File: config.mk
export PLATFORM = sky130hd
export DESIGN_NAME = apb_to_ahb_bridge_flat
export DESIGN_NICKNAME = d
export VERILOG_FILES = /design/src/rtl/amba_pkg.sv /design/src/rtl/apb_to_ahb_bridge_if.sv /design/src/rtl/apb_to_ahb_bridge.sv /design/src/flat_wrapper.sv
export SDC_FILE = /design/constraint.sdc
export NUM_CORES = 1
export LEC_CHECK = 0
export ABC_AREA = 1
export BUFFER_PORTS_ARGS = -buffer_cell sky130_fd_sc_hd__buf_2
export CAP_MARGIN = 30
export CORE_MARGIN = 3
export CORE_UTILIZATION = 35
export CTS_BUF_LIST = sky130_fd_sc_hd__clkbuf_4 sky130_fd_sc_hd__clkbuf_8
export DETAILED_ROUTE_END_ITERATION = 16
export GPL_TIMING_DRIVEN = 0
export HOLD_SLACK_MARGIN = 0.12
export PLACE_DENSITY = 0.68
export SLEW_MARGIN = 20
export SYNTH_ARGS = -nofsm -noshare
export SYNTH_HDL_FRONTEND = slang
export SYNTH_SLANG_ARGS = --single-unit
export TNS_END_PERCENT = 1
File: constraint.sdc
create_clock -name HCLK -period 4.2 [get_ports HCLK]
set_input_delay 0.21 -clock HCLK [delete_from_list [all_inputs] [get_ports HCLK]]
set_output_delay 0.21 -clock HCLK [all_outputs]
set_load 0.02 [all_outputs]
File: src/rtl/amba_pkg.sv
// Shared AMBA types and constants for the AHB/APB bridges.
package amba_pkg;

    typedef enum logic [1:0] {
        HTRANS_IDLE   = 2'b00,
        HTRANS_BUSY   = 2'b01,
        HTRANS_NONSEQ = 2'b10,
        HTRANS_SEQ    = 2'b11
    } htrans_t;

    typedef enum logic [1:0] {
        HRESP_OKAY  = 2'b00,
        HRESP_ERROR = 2'b01,
        HRESP_RETRY = 2'b10,
        HRESP_SPLIT = 2'b11
    } hresp_t;

    localparam logic [2:0] HSIZE_WORD    = 3'b010;
    localparam logic [2:0] HBURST_SINGLE = 3'b000;

    // APB-to-AHB bridge controller states.
    typedef enum logic [1:0] {
        A2H_IDLE,
        A2H_ADDR,
        A2H_DATA,
        A2H_RESP
    } apb2ahb_state_t;

endpackage

File: src/rtl/apb_to_ahb_bridge_if.sv
// Bus bundle for the APB-to-AHB bridge: APB completer side plus AHB initiator side.
// slave  : the bridge itself (APB completer, drives the AHB request).
// master : the surroundings (APB requester and AHB target).
interface apb_to_ahb_bridge_if #(
    parameter int ADDR_WIDTH = 32,
    parameter int DATA_WIDTH = 32
);
    logic                  PSEL;
    logic                  PENABLE;
    logic [ADDR_WIDTH-1:0] PADDR;
    logic                  PWRITE;
    logic [DATA_WIDTH-1:0] PWDATA;
    logic                  PREADY;
    logic [DATA_WIDTH-1:0] PRDATA;
    logic                  PSLVERR;

    logic [ADDR_WIDTH-1:0] HADDR;
    logic [1:0]            HTRANS;
    logic                  HWRITE;
    logic [2:0]            HSIZE;
    logic [2:0]            HBURST;
    logic [DATA_WIDTH-1:0] HWDATA;
    logic [DATA_WIDTH-1:0] HRDATA;
    logic                  HREADY;
    logic [1:0]            HRESP;

    modport slave (
        input  PSEL, PENABLE, PADDR, PWRITE, PWDATA,
        output PREADY, PRDATA, PSLVERR,
        output HADDR, HTRANS, HWRITE, HSIZE, HBURST, HWDATA,
        input  HRDATA, HREADY, HRESP
    );

    modport master (
        output PSEL, PENABLE, PADDR, PWRITE, PWDATA,
        input  PREADY, PRDATA, PSLVERR,
        input  HADDR, HTRANS, HWRITE, HSIZE, HBURST, HWDATA,
        output HRDATA, HREADY, HRESP
    );
endinterface

File: src/rtl/apb_to_ahb_bridge.sv
// APB completer that turns each APB transfer into one AHB SINGLE word transfer,
// with bounded re-issue on RETRY/SPLIT. All outputs are registered.
module apb_to_ahb_bridge
    import amba_pkg::*;
#(
    parameter int unsigned ADDR_WIDTH = 32,
    parameter int unsigned DATA_WIDTH = 32,
    parameter int unsigned MAX_RETRY  = 4
) (
    input  logic                HCLK,
    input  logic                HRESETn,
    apb_to_ahb_bridge_if.slave  bus
);

    localparam int unsigned CNT_W = $clog2(MAX_RETRY + 1);
    localparam logic [CNT_W-1:0] MAX_CNT = CNT_W'(MAX_RETRY);

    apb2ahb_state_t        state_q,   state_d;
    logic [CNT_W-1:0]      retry_q,   retry_d;
    logic                  aborted_q, aborted_d;
    logic [DATA_WIDTH-1:0] wdata_q,   wdata_d;
    logic [ADDR_WIDTH-1:0] haddr_q,   haddr_d;
    logic                  hwrite_q,  hwrite_d;
    htrans_t               htrans_q,  htrans_d;
    logic [DATA_WIDTH-1:0] hwdata_q,  hwdata_d;
    logic                  pready_q,  pready_d;
    logic [DATA_WIDTH-1:0] prdata_q,  prdata_d;
    logic                  pslverr_q, pslverr_d;
    logic                  fin;
    logic                  fin_err;

    assign bus.HADDR   = haddr_q;
    assign bus.HTRANS  = htrans_q;
    assign bus.HWRITE  = hwrite_q;
    assign bus.HSIZE   = HSIZE_WORD;
    assign bus.HBURST  = HBURST_SINGLE;
    assign bus.HWDATA  = hwdata_q;
    assign bus.PREADY  = pready_q;
    assign bus.PRDATA  = prdata_q;
    assign bus.PSLVERR = pslverr_q;

    // Next-state and next-output logic of the transfer controller.
    always_comb begin
        state_d   = state_q;
        retry_d   = retry_q;
        aborted_d = aborted_q;
        wdata_d   = wdata_q;
        haddr_d   = haddr_q;
        hwrite_d  = hwrite_q;
        htrans_d  = htrans_q;
        hwdata_d  = hwdata_q;
        pready_d  = 1'b0;
        prdata_d  = prdata_q;
        pslverr_d = pslverr_q;
        fin       = 1'b0;
        fin_err   = 1'b0;

        case (state_q)
            A2H_IDLE: begin
                aborted_d = 1'b0;
                if (bus.PSEL && !bus.PENABLE) begin
                    haddr_d  = bus.PADDR;
                    hwrite_d = bus.PWRITE;
                    wdata_d  = bus.PWDATA;
                    retry_d  = '0;
                    htrans_d = HTRANS_NONSEQ;
                    state_d  = A2H_ADDR;
                end
            end
            A2H_ADDR: begin
                if (!bus.PSEL) aborted_d = 1'b1;
                if (bus.HREADY) begin
                    htrans_d = HTRANS_IDLE;
                    hwdata_d = wdata_q;
                    state_d  = A2H_DATA;
                end
            end
            A2H_DATA: begin
                if (!bus.PSEL) aborted_d = 1'b1;
                // HREADY low covers both plain wait states and the first
                // cycle of a two-cycle response: just hold here.
                if (bus.HREADY) begin
                    case (hresp_t'(bus.HRESP))
                        HRESP_OKAY: fin = 1'b1;
                        HRESP_ERROR: begin
                            fin     = 1'b1;
                            fin_err = 1'b1;
                        end
                        default: begin
                            if (retry_q < MAX_CNT) begin
                                retry_d  = retry_q + CNT_W'(1);
                                htrans_d = HTRANS_NONSEQ;
                                state_d  = A2H_ADDR;
                            end else begin
                                fin     = 1'b1;
                                fin_err = 1'b1;
                            end
                        end
                    endcase
                end
            end
            A2H_RESP: state_d = A2H_IDLE;
            default:  state_d = A2H_IDLE;
        endcase

        // A requester that dropped PSEL mid-transfer gets no completion.
        if (fin) begin
            if (aborted_d) begin
                state_d = A2H_IDLE;
            end else begin
                state_d   = A2H_RESP;
                pready_d  = 1'b1;
                pslverr_d = fin_err;
                if (fin_err)        prdata_d = '0;
                else if (!hwrite_q) prdata_d = bus.HRDATA;
            end
        end
    end

    // State and output registers, asynchronously reset.
    always_ff @(posedge HCLK or negedge HRESETn) begin
        if (!HRESETn) begin
            state_q   <= A2H_IDLE;
            retry_q   <= '0;
            aborted_q <= 1'b0;
            wdata_q   <= '0;
            haddr_q   <= '0;
            hwrite_q  <= 1'b0;
            htrans_q  <= HTRANS_IDLE;
            hwdata_q  <= '0;
            pready_q  <= 1'b0;
            prdata_q  <= '0;
            pslverr_q <= 1'b0;
        end else begin
            state_q   <= state_d;
            retry_q   <= retry_d;
            aborted_q <= aborted_d;
            wdata_q   <= wdata_d;
            haddr_q   <= haddr_d;
            hwrite_q  <= hwrite_d;
            htrans_q  <= htrans_d;
            hwdata_q  <= hwdata_d;
            pready_q  <= pready_d;
            prdata_q  <= prdata_d;
            pslverr_q <= pslverr_d;
        end
    end

endmodule

File: src/flat_wrapper.sv
// flat-port wrapper written by rule: the top's interface ports become plain ports
module apb_to_ahb_bridge_flat import amba_pkg::*;
#(
    parameter int unsigned ADDR_WIDTH = 32,
    parameter int unsigned DATA_WIDTH = 32,
    parameter int unsigned MAX_RETRY  = 4
)
  (HCLK, HRESETn, bus_PSEL, bus_PENABLE, bus_PADDR, bus_PWRITE, bus_PWDATA, bus_PREADY, bus_PRDATA, bus_PSLVERR, bus_HADDR, bus_HTRANS, bus_HWRITE, bus_HSIZE, bus_HBURST, bus_HWDATA, bus_HRDATA, bus_HREADY, bus_HRESP);
  apb_to_ahb_bridge_if #(.ADDR_WIDTH(ADDR_WIDTH), .DATA_WIDTH(DATA_WIDTH)) bus_i ();
  input  logic HCLK;
  input  logic HRESETn;
  input wire logic [$bits(bus_i.PSEL)-1:0] bus_PSEL;
  input wire logic [$bits(bus_i.PENABLE)-1:0] bus_PENABLE;
  input wire logic [$bits(bus_i.PADDR)-1:0] bus_PADDR;
  input wire logic [$bits(bus_i.PWRITE)-1:0] bus_PWRITE;
  input wire logic [$bits(bus_i.PWDATA)-1:0] bus_PWDATA;
  output wire logic [$bits(bus_i.PREADY)-1:0] bus_PREADY;
  output wire logic [$bits(bus_i.PRDATA)-1:0] bus_PRDATA;
  output wire logic [$bits(bus_i.PSLVERR)-1:0] bus_PSLVERR;
  output wire logic [$bits(bus_i.HADDR)-1:0] bus_HADDR;
  output wire logic [$bits(bus_i.HTRANS)-1:0] bus_HTRANS;
  output wire logic [$bits(bus_i.HWRITE)-1:0] bus_HWRITE;
  output wire logic [$bits(bus_i.HSIZE)-1:0] bus_HSIZE;
  output wire logic [$bits(bus_i.HBURST)-1:0] bus_HBURST;
  output wire logic [$bits(bus_i.HWDATA)-1:0] bus_HWDATA;
  input wire logic [$bits(bus_i.HRDATA)-1:0] bus_HRDATA;
  input wire logic [$bits(bus_i.HREADY)-1:0] bus_HREADY;
  input wire logic [$bits(bus_i.HRESP)-1:0] bus_HRESP;
  assign bus_i.PSEL = bus_PSEL;
  assign bus_i.PENABLE = bus_PENABLE;
  assign bus_i.PADDR = bus_PADDR;
  assign bus_i.PWRITE = bus_PWRITE;
  assign bus_i.PWDATA = bus_PWDATA;
  assign bus_PREADY = bus_i.PREADY;
  assign bus_PRDATA = bus_i.PRDATA;
  assign bus_PSLVERR = bus_i.PSLVERR;
  assign bus_HADDR = bus_i.HADDR;
  assign bus_HTRANS = bus_i.HTRANS;
  assign bus_HWRITE = bus_i.HWRITE;
  assign bus_HSIZE = bus_i.HSIZE;
  assign bus_HBURST = bus_i.HBURST;
  assign bus_HWDATA = bus_i.HWDATA;
  assign bus_i.HRDATA = bus_HRDATA;
  assign bus_i.HREADY = bus_HREADY;
  assign bus_i.HRESP = bus_HRESP;
  apb_to_ahb_bridge #(.ADDR_WIDTH(ADDR_WIDTH), .DATA_WIDTH(DATA_WIDTH), .MAX_RETRY(MAX_RETRY)) u_core (.HCLK(HCLK), .HRESETn(HRESETn), .bus(bus_i));
endmodule
==> run_results.csv, run 1 <==
group,metric,value,unit
outcome,outcome,"finished clean",
clocking,ctsRootBufferMaster,"clkbuf_8",
logic_synthesis,synth.avg_cell_area,11.34,um^2
worst_setup_path,critPathBufInv,2,
worst_setup_path,cp_max_fo,10,
routing,wire_per_inst,14.62,um
grt,globalRouteTotalUtil,0.1814,
timing,fin_crit_sh,0.4583,
timing,fin_worst_skew,0.009823,ns
finish,antennaDiodeCount,0,
worst_setup_path,critPathArrivalTime,2.24,ns
clocking,ctsResizeCount,0,
timing,rsz0062_at_grt,"false",
finish,fin_cells,1044,
clocking,clkTransAtPathRegs,0.07,ns
timing,hold_viol,0,
finish,fin_area,0.008341,mm^2
worst_setup_path,slowest_delay,0.42,ns
logic_synthesis,ys_seq_area_frac,0.6152,
timing,max_freq,519.6,MHz
floorplan,core.rowCount,45,
worst_setup_path,cp.required,4.51,ns
clocking,cts-buffers-inserted,17,
grt,grt_start_max_net_pins,71,
finish,layout_commonest_cell,"buf_2",
grt,grt_pass1_vias,5009,
logic_synthesis,ys_warn_count,0,
clocking,clock_sinks,138,
grt,antenna_found_initial,0,
worst_setup_path,cp_slowest_cell,"dfrtp_1",
placed_design,dp_cells,915,
timing,tightest_slew,0.5632,ns
placed_design,dpl_cell_area,0.006949,mm^2
power,ir_drop,0.4527,mV
floorplan,initial_core_util,0.3638,
timing,min_period,1.925,ns
clocking,cts_hold_buffers,98,
grt,grt_pass1_wl,25.51,mm
worst_setup_path,worstSetupStartpointType,"flip-flop",
floorplan,pin_count,211,
floorplan,die_w,132.6,um
logic_synthesis,yosysUniqueCellTypes,24,
grt,overflow,0,
timing,relSlewSlack,0.6245,
placed_design,place_hpwl,9.856,mm
clocking,cts_tree,"yes",
finish,drive_above_1_share,0.4226,
finish,utilization,0.5406,
timing,slew_viol_final,0,
logic_synthesis,syn-cell-area,0.005613,mm^2
timing,final.setup.tns,0,ns
routing,ant_nets,0,
finish,fillCellCount,1339,
power,power.density,684.7,mW/mm^2
routing,drt_iter0_drc,191,
routing,wirelength,15.27,mm
placed_design,numPortBuffers,203,
finish,final_nets,931,
finish,mostFrequentLayoutCells,"213 x buf_2, 138 x dfrtp_1, 112 x nand2_1, 98 x dlygate4sd3_1, 53 x mux2_2",
logic_synthesis,synthCells,495,
worst_setup_path,cp_top_family,"buffers and inverters",
floorplan,core_area,0.01543,mm^2
clocking,clk_latency,0.43,ns
power,leakage,4.363,nW
worst_setup_path,critPathKind,"flip-flop to flip-flop",
worst_setup_path,cp-end-kind,"flip-flop",
routing,firstDrtPassIters,4,
clocking,htreeDepth,4,
hold_path,hold_class,"primary input to flip-flop",
worst_setup_path,crit_path_cell_trace,"inv_1, ha_1, nand3_1, buf_2, mux2_2",
logic_synthesis,synth-seq-cells,138,
floorplan,dieHeight,132.6,um
routing,drc,0,
clocking,cts.path.max_buffers,2,
routing,vias,4682,
power,total_power,5.711,mW
routing,vias_per_cell,4.485,
job,drv_cap,0,
clocking,post_cts_buffers,0,
floorplan,die_area,0.01759,mm^2
placed_design,place.gp.congestion,0.7457,
finish,syn_to_final_growth,48.60,%
timing,setup_violations,0,
-- final timing paths --
path                                        from  cells after the start                     to  slack [ns]
setup / recovery               u_core.state_q[0]                      5   u_core.bus.HADDR[30]        2.28
hold / removal                          bus_PSEL                      4       u_core.aborted_q        0.15
setup reg to reg               u_core.state_q[0]                      5   u_core.bus.HADDR[30]        2.28
hold reg to reg            u_core.bus.PRDATA[10]                      2  u_core.bus.PRDATA[10]        0.48
max in group asynchronous                HRESETn                      3      u_core.wdata_q[0]        3.15
min in group asynchronous                HRESETn                      2    u_core.bus.HADDR[6]        0.32
-- cells in the mapped netlist --
cell	instances	area share
nand3b_2	1	0.0020
nand4_1	1	0.0011
o21bai_1	2	0.0027
mux2i_1	1	0.0018
inv_1	33	0.022
buf_6	6	0.012
a21oi_1	24	0.021
dfrtp_1	138	0.62
buf_2	11	0.0098
clkinv_2	2	0.0018
o21ai_2	32	0.050
mux2_2	53	0.11
clkbuf_1	5	0.0033
buf_4	8	0.011
nand2_4	1	0.0020
or2_1	1	0.0011
nand3_4	1	0.0031
ha_1	6	0.013
conb_1	2	0.0013
nor2_1	25	0.017
nand2_1	112	0.075
nand3_1	2	0.0018
nand2_2	2	0.0022
o21ai_0	26	0.023
-- layout make-up --
cell class | count | area [um^2] | area share
clock inverter | 12 | 148.9 | 0.01785
clock buffer | 19 | 261.5 | 0.03135
timing repair buffer | 302 | 2034 | 0.2439
inverter | 35 | 133.9 | 0.01605
sequential | 138 | 3453 | 0.4140
tap | 211 | 264.0 | 0.03165
buffer | 30 | 201.4 | 0.02415
multi-input combinational | 297 | 1843 | 0.2210
-- per-stage QoR --
step | hold slack, ns | setup slack (ns)
floorplan | -0.08559 | 2.640
global placement | 0.4413 | 0.8998
detailed placement | 0.2080 | 2.176
CTS | 0.1226 | 2.169
global route | 0.1625 | 2.067
finish | 0.1543 | 2.275
-- registers in the layout, summed over array words and instances (netlist names) --
name,cells
u_core.aborted_q,1
u_core.bus.HTRANS,1
u_core.bus.HADDR,32
u_core.bus.PSLVERR,1
u_core.bus.PREADY,1
u_core.bus.HWRITE,1
u_core.state_q,2
u_core.bus.PRDATA,32
u_core.bus.HWDATA,32
u_core.wdata_q,32
u_core.retry_q,3
-- logic make-up after synthesis --
family                   share of synthesized area
multiplexers                                0.1081
adder cells (fa/ha/maj)                    0.01337
flip-flops                                  0.6152
buffers and inverters                      0.05974
other                                     0.001338
AO/OA/AOI/OAI                              0.09719
AND/OR/NAND/NOR                             0.1050
-- layer usage --
metal / part of all wire / vias up / GRT usage
li1: - / 2238 / -
met1: 0.41 / 2253 / 0.2155
met2: 0.51 / 178 / 0.3157
met3: 0.074 / 13 / 0.06388
met4: 0.010 / 0 / 0.04388
met5: 0 / - / 0
-- where the power goes --
part	switching (mW)	internal (mW)
sequential	0.298	1.95
clock	0.508	0.613
combinational	1.41	0.931
-- tightest hold or removal path: stages --
cell      delay [ns]
buf_2           0.11
o21bai_1        0.08
nand2_2         0.10
inv_1           0.05
(Power assumes the default switching activity.)
==> run 2, diff against run 1 <==
ABC_AREA = 0   (was 1)
PLACE_DENSITY = 0.69   (was 0.68)
clock period = 1.8 ns   (was 4.2 ns; I/O delays follow)
==> run 2 against run 1 <==
Effect of this change:
- fmax decreased by 3.4%
- synthesized cell count decreased by 30%
- clock power increased to 2.7 times the previous value
- core utilization increased by 2.3 points
- cell area decreased by 0.59%
- setup slack got worse by 2.5 ns
- highest routed layer unchanged
- sequential share of layout area increased by 0.24 points
- clock-buffer cell count increased by 4
- non-clock buffer count increased by 8
- worst hold slack improved by 0.022 ns
- power increased by 140%
- the run now ends with negative setup slack left
- flip-flop and latch count unchanged
==> run_results.csv, run 2 <==
group,metric,value,unit
outcome,outcome,"finished, violations left",
outcome,violations,"negative setup slack",
routing,wirelength,13.89,mm
logic_synthesis,synth-async-reset-ratio,1.000,
logic_synthesis,synth.avg_cell_area,15.34,um^2
power,total_power,13.74,mW
logic_synthesis,yosysUniqueCellTypes,31,
worst_setup_path,worstSetupStartpointType,"flip-flop",
power,p_comb_frac,0.394,
worst_setup_path,slowest_delay,0.43,ns
placed_design,dpl_cell_area,0.006645,mm^2
worst_setup_path,r2r_setup_slack,-0.19,ns
job,drv_cap,0,
clocking,cts_tree,"yes",
timing,tightest_slew,0.5341,ns
power,leakage,4.174,nW
worst_setup_path,cp_top_family,"compound AO/OA/AOI/OAI gates",
power,power_switching,4.827,mW
clocking,ctsRootBufferMaster,"clkbuf_8",
power,ir_drop,0.8285,mV
floorplan,core_area,0.01470,mm^2
routing,vias_per_cell,4.579,
timing,min_period,1.993,ns
logic_synthesis,synth_edf_count,0,
floorplan,die_w,129.3,um
clocking,clkTransAtPathRegs,0.07,ns
timing,setup_violations,32,
timing,max_freq,501.8,MHz
grt,globalRouteTotalUtil,0.1699,
worst_setup_path,r2r-start,"u_core.state_q[0]",
timing,rsz0062_at_grt,"true",
logic_synthesis,ys_seq_area_frac,0.6486,
power,power_frac_seq,0.388,
finish,syn_to_final_growth,55.75,%
clocking,htreeDepth,4,
worst_setup_path,cp-end-kind,"flip-flop",
floorplan,initial_core_util,0.3622,
clocking,cts-buffers-inserted,17,
logic_synthesis,yosysTopAreaCellShare,0.6486,
floorplan,core.rowCount,44,
routing,firstDrtPassIters,4,
placed_design,numPortBuffers,203,
floorplan,dieHeight,129.3,um
worst_setup_path,cp.required,2.16,ns
grt,overflow,0,
floorplan,pin_count,211,
timing,holdWs,0.1759,ns
worst_setup_path,critPathBufInv,3,
finish,mostFrequentLayoutCells,"205 x buf_2, 138 x dfrtp_1, 103 x dlygate4sd3_1, 97 x mux2_2, 32 x a22o_1",
logic_synthesis,yosysMostFrequentCell,"dfrtp_1",
hold_path,hold_class,"primary input to flip-flop",
power,p_int,8.911,mW
timing,hold_viol,0,
power,p_clk_frac,0.219,
timing,slew_viol_final,0,
placed_design,place_hpwl,8.978,mm
routing,wire_per_inst,15.71,um
hold_path,hold_end,"u_core.retry_q[1]",
logic_synthesis,yosys.area.top_type,"dfrtp_1",
grt,grt_start_max_net_pins,103,
worst_setup_path,crit_path_cell_trace,"inv_2, ha_4, or2_4, a211oi_4, and3b_1, buf_6, buf_6, a22o_1",
finish,antennaDiodeCount,0,
placed_design,place.gp.congestion,0.8061,
timing,final.setup.tns,-4.978,ns
routing,drc,0,
grt,antenna_found_initial,0,
worst_setup_path,r2r_end,"u_core.bus.PRDATA[29]",
clocking,cts.path.max_buffers,2,
placed_design,place_ws,-0.3079,ns
worst_setup_path,rr_worst_depth,8,
timing,relSlewSlack,0.6439,
routing,ant_nets,0,
finish,final_nets,797,
finish,fillCellCount,1178,
timing,fin_worst_skew,0.007399,ns
timing,fin_crit_sh,1.107,
power,power.density,1657,mW/mm^2
worst_setup_path,critPathKind,"flip-flop to flip-flop",
worst_setup_path,critPathMostFrequentCell,"buf_6",
worst_setup_path,cp_slowest_cell,"dfrtp_1",
worst_setup_path,cp_max_fo,7,
worst_setup_path,critPathArrivalTime,2.36,ns
grt,grt_pass1_vias,4472,
routing,drt_iter0_drc,98,
hold_path,hold_path_depth,4,
floorplan,die_area,0.01673,mm^2
power,sw_frac_of_total,0.3513,
logic_synthesis,synthFlopType,"dfrtp_1",
logic_synthesis,ys_warn_count,0,
finish,drive_above_1_share,0.5343,
logic_synthesis,synth-seq-cells,138,
logic_synthesis,synthCells,347,
hold_path,min-delay-start,"bus_HRESP[1]",
clocking,clk_latency,0.44,ns
finish,layout_commonest_cell,"buf_2",
clocking,clock_sinks,138,
logic_synthesis,ys_top_cells_by_area,"dfrtp_1 65%, mux2_2 21%, a22o_1 5.3%, ha_1 1.4%, buf_4 1.1%",
grt,grt_pass1_wl,22.03,mm
logic_synthesis,yosys-top-cells-count,"138 x dfrtp_1, 97 x mux2_2, 32 x a22o_1, 9 x nand2_1",
timing,layout_setup_ws,-0.1930,ns
routing,vias,4048,
finish,fin_area,0.008292,mm^2
logic_synthesis,syn-cell-area,0.005324,mm^2
[run 2: worst max-delay path by stage]
stage                           start                    end  slack, ns  cells past startpoint
floorplan           u_core.state_q[1]  u_core.bus.PRDATA[10]       0.01                      8
global placement              HRESETn   u_core.bus.HADDR[18]      -1.15                      1
detailed placement  u_core.state_q[1]   u_core.bus.HWDATA[4]      -0.31                      5
CTS                 u_core.state_q[0]  u_core.bus.PRDATA[13]      -0.24                      8
global route        u_core.state_q[0]  u_core.bus.PRDATA[29]      -0.34                      8
finish              u_core.state_q[0]  u_core.bus.PRDATA[29]      -0.19                      8
[run 2: logic make-up (layout without fill, tap and decap cells)]
group / count (synthesis) / count (layout) / synth area share
buffers and inverters: 30 / 378 / 0.03290
AO/OA/AOI/OAI: 47 / 47 / 0.07356
multiplexers: 97 / 97 / 0.2052
AND/OR/NAND/NOR: 27 / 27 / 0.02421
other: 2 / 7 / 0.001411
adder cells (fa/ha/maj): 6 / 6 / 0.01410
flip-flops: 138 / 138 / 0.6486
[run 2: power by group through the flow]
| stage | registers, mW | clock network [mW] | logic [mW] |
|---|---|---|---|
| 3_5_place_dp | 5.36 | 0 | 5.18 |
| 6_report | 5.33 | 3.01 | 5.41 |
| 4_1_cts | 5.32 | 3.11 | 5.44 |
| 5_1_grt | 5.52 | 3.23 | 5.81 |
| 3_3_place_gp | 5.26 | 0 | 5.03 |
| 2_1_floorplan | 6.60 | 0 | 2.06 |
[run 2: repair_timing]
item / CTS / global route
setup endpoints to repair: 111 / 83
cloned: 3 / 0
buffers inserted: 4 / 1
gates resized for setup: 17 / 6
endpoints found under the hold margin: 240 / 0
pin swaps: 4 / 3
hold buffers: 104 / 0
[run 2: layout make-up]
class | count | area, um^2 | area share
buffer | 24 | 185.2 | 0.02233
clock buffer | 23 | 304.0 | 0.03667
clock inverter | 9 | 183.9 | 0.02218
inverter | 6 | 22.52 | 0.002716
multi-input combinational | 184 | 1737 | 0.2094
sequential | 138 | 3453 | 0.4165
tap | 184 | 230.2 | 0.02777
timing repair buffer | 316 | 2176 | 0.2624
[run 2: metal layers]
layer | global-route usage | part of all wire
met4 | 0.07288 | 0.022
met3 | 0.04740 | 0.062
met1 | 0.2020 | 0.42
met5 | 0 | 0
met2 | 0.2893 | 0.49
[run 2: stage by stage]
stage,util,std cells
detailed placement,0.4521,740
global route,0.5641,884
finish,0.5641,884
floorplan,-,352
CTS,0.5626,883
global placement,0.4495,739
[run 2: worst min-delay path, stage by stage]
cell and delay (ns):
buf_2 0.12, and4b_1 0.22, nand3_1 0.09, nand2_1 0.05
==> run 3, diff against run 2 <==
BUFFER_PORTS_ARGS = -buffer_cell sky130_fd_sc_hd__buf_4   (was -buffer_cell sky130_fd_sc_hd__buf_2)
==> run 3 against run 2 <==
Effect of this change:
- the flow still finishes with violations (negative setup slack)
- cell area grew 6.1%
- core utilization up 3.4 points
- sequential power grew 1%
- global-route usage increased by 0.16 points
- first-iteration DRC count fell by 14%
- highest routed layer unchanged
==> run_results.csv, run 3 (synthesis gave the netlist of run 2 again) <==
group,metric,value,unit
finish,drive_above_1_share,0.5384,
floorplan,die_area,0.01673,mm^2
worst_setup_path,cp-end-kind,"flip-flop",
routing,drc,0,
finish,mostFrequentLayoutCells,"227 x buf_4, 138 x dfrtp_1, 103 x dlygate4sd3_1, 97 x mux2_2, 32 x a22o_1",
worst_setup_path,cp.required,2.16,ns
clocking,clk_latency,0.44,ns
worst_setup_path,rr_worst_depth,8,
outcome,outcome,"finished, violations left",
grt,antenna_found_initial,1,
grt,globalRouteTotalUtil,0.1715,
timing,final.setup.tns,-5.345,ns
job,drv_cap,0,
hold_path,hold_class,"primary input to asynchronous set/reset pin",
timing,min_period,1.992,ns
clocking,clkTransAtPathRegs,0.08,ns
floorplan,die_w,129.3,um
floorplan,core.rowCount,44,
routing,wire_per_inst,15.84,um
routing,drt_iter0_drc,84,
routing,wirelength,14.08,mm
power,total_power,14.45,mW
timing,max_freq,502.0,MHz
placed_design,place.gp.congestion,0.7829,
finish,final_nets,801,
finish,syn_to_final_growth,65.17,%
clocking,cts-buffers-inserted,17,
floorplan,pin_count,211,
routing,ant_nets,0,
finish,fin_cells,889,
placed_design,dpl_cell_area,0.007151,mm^2
floorplan,core_area,0.01470,mm^2
placed_design,numPortBuffers,203,
routing,vias_per_cell,4.603,
timing,fin_worst_skew,0.005611,ns
grt,grt_pass1_vias,4459,
worst_setup_path,critPathArrivalTime,2.36,ns
finish,utilization,0.5982,
worst_setup_path,worstSetupStartpointType,"flip-flop",
worst_setup_path,critPathKind,"flip-flop to flip-flop",
clocking,htreeDepth,4,
timing,layout_setup_ws,-0.1922,ns
clocking,clock_sinks,138,
worst_setup_path,cp_max_fo,6,
clocking,cts_tree,"yes",
clocking,cts.path.max_buffers,2,
grt,grt_pass1_wl,22.15,mm
timing,setup_violations,32,
timing,holdWs,0.1770,ns
worst_setup_path,r2r_end,"u_core.bus.PRDATA[21]",
timing,rsz0062_at_grt,"true",
worst_setup_path,cp_slowest_cell,"dfrtp_1",
worst_setup_path,crit_path_cell_trace,"inv_2, ha_4, or2_4, a211oi_4, and3b_1, buf_6, buf_6, a22o_1",
power,power.density,1644,mW/mm^2
finish,fin_area,0.008793,mm^2
worst_setup_path,r2r-start,"u_core.state_q[0]",
placed_design,dp_cells,740,
timing,fin_crit_sh,1.107,
placed_design,place_ws,-0.2752,ns
finish,seq_area,0.003453,mm^2
finish,fillCellCount,1121,
placed_design,place_hpwl,9.155,mm
power,ir_drop,0.8321,mV
timing,slew_viol_final,0,
floorplan,dieHeight,129.3,um
grt,overflow,0,
routing,vias,4092,
timing,tightest_slew,0.5217,ns
floorplan,initial_core_util,0.3622,
finish,layout_commonest_cell,"buf_4",
worst_setup_path,slowest_delay,0.43,ns
timing,relSlewSlack,0.6522,
finish,multiInputGateArea,0.001739,mm^2
worst_setup_path,r2r_setup_slack,-0.19,ns
worst_setup_path,critPathMostFrequentCell,"buf_6",
clocking,ctsRootBufferMaster,"clkbuf_8",
outcome,violations,"negative setup slack",
timing,hold_viol,0,
grt,grt_start_max_net_pins,73,
routing,firstDrtPassIters,4,
power,leakage,4.315,nW
[run 3: cell types whose count changed in the layout (fill, tap and decap cells not counted), moves of 3 or more]
cell      delta
buf_4      +211
buf_2      -202
buf_6        -5
clkinv_2     +3
[run 3: critical path, delay by kind of cell, from the launching register on]
kind | cells | cell delay [ns]
flip-flops | 1 | 0.43
AND/OR/NAND/NOR | 2 | 0.47
buffers and inverters | 3 | 0.37
AO/OA/AOI/OAI | 2 | 0.47
adder cells (fa/ha/maj) | 1 | 0.19
[run 3: cell type report]
cell class              instances  area share
flip-flops and latches        138      0.3927
repair buffers                320      0.3056
multi-input cells             184      0.1978
clock buffers                  21     0.03216
well taps                     184     0.02618
clock inverters                11     0.02163
plain buffers                  24     0.02106
inverters                       6    0.002561
diodes                          1   0.0002846
[run 3: worst max-delay path by stage]
| stage | startpoint | end | cells after the start | slack [ns] |
|---|---|---|---|---|
| 2_1_floorplan | u_core.state_q[1] | u_core.bus.PRDATA[10] | 8 | 0.01 |
| 3_3_place_gp | u_core.state_q[1] | u_core.bus.PRDATA[6] | 7 | -0.22 |
| 3_5_place_dp | u_core.state_q[1] | u_core.bus.PRDATA[21] | 7 | -0.28 |
| 4_1_cts | u_core.state_q[1] | u_core.bus.PRDATA[21] | 8 | -0.21 |
| 5_1_grt | u_core.state_q[0] | u_core.bus.PRDATA[14] | 8 | -0.29 |
| 6_report | u_core.state_q[0] | u_core.bus.PRDATA[21] | 8 | -0.19 |
[run 3: per-layer routing]
layer / share of wire / GRT usage / up-vias
li1: - / - / 1913
met1: 0.41 / 0.2039 / 1989
met2: 0.49 / 0.2939 / 159
met3: 0.066 / 0.04823 / 31
met4: 0.025 / 0.06980 / 0
met5: 0 / 0 / -
[run 3: power breakdown]
group | internal [mW] | total, mW | leakage (nW) | switching (mW)
logic | 3.19 | 6.12 | 2.35 | 2.93
clock network | 1.78 | 2.94 | 0.240 | 1.17
registers | 4.59 | 5.39 | 1.72 | 0.800
total | 9.55 | 14.5 | 4.31 | 4.90
[run 3: repair_timing]
action / 4_1_cts / 5_1_grt
setup endpoints to repair: 111 / 96
pin swaps: 6 / 3
resized for setup: 10 / 12
hold buffers: 103 / 0
gates cloned: 2 / 0
buffers inserted: 7 / 4
endpoints found under the hold margin: 242 / 0
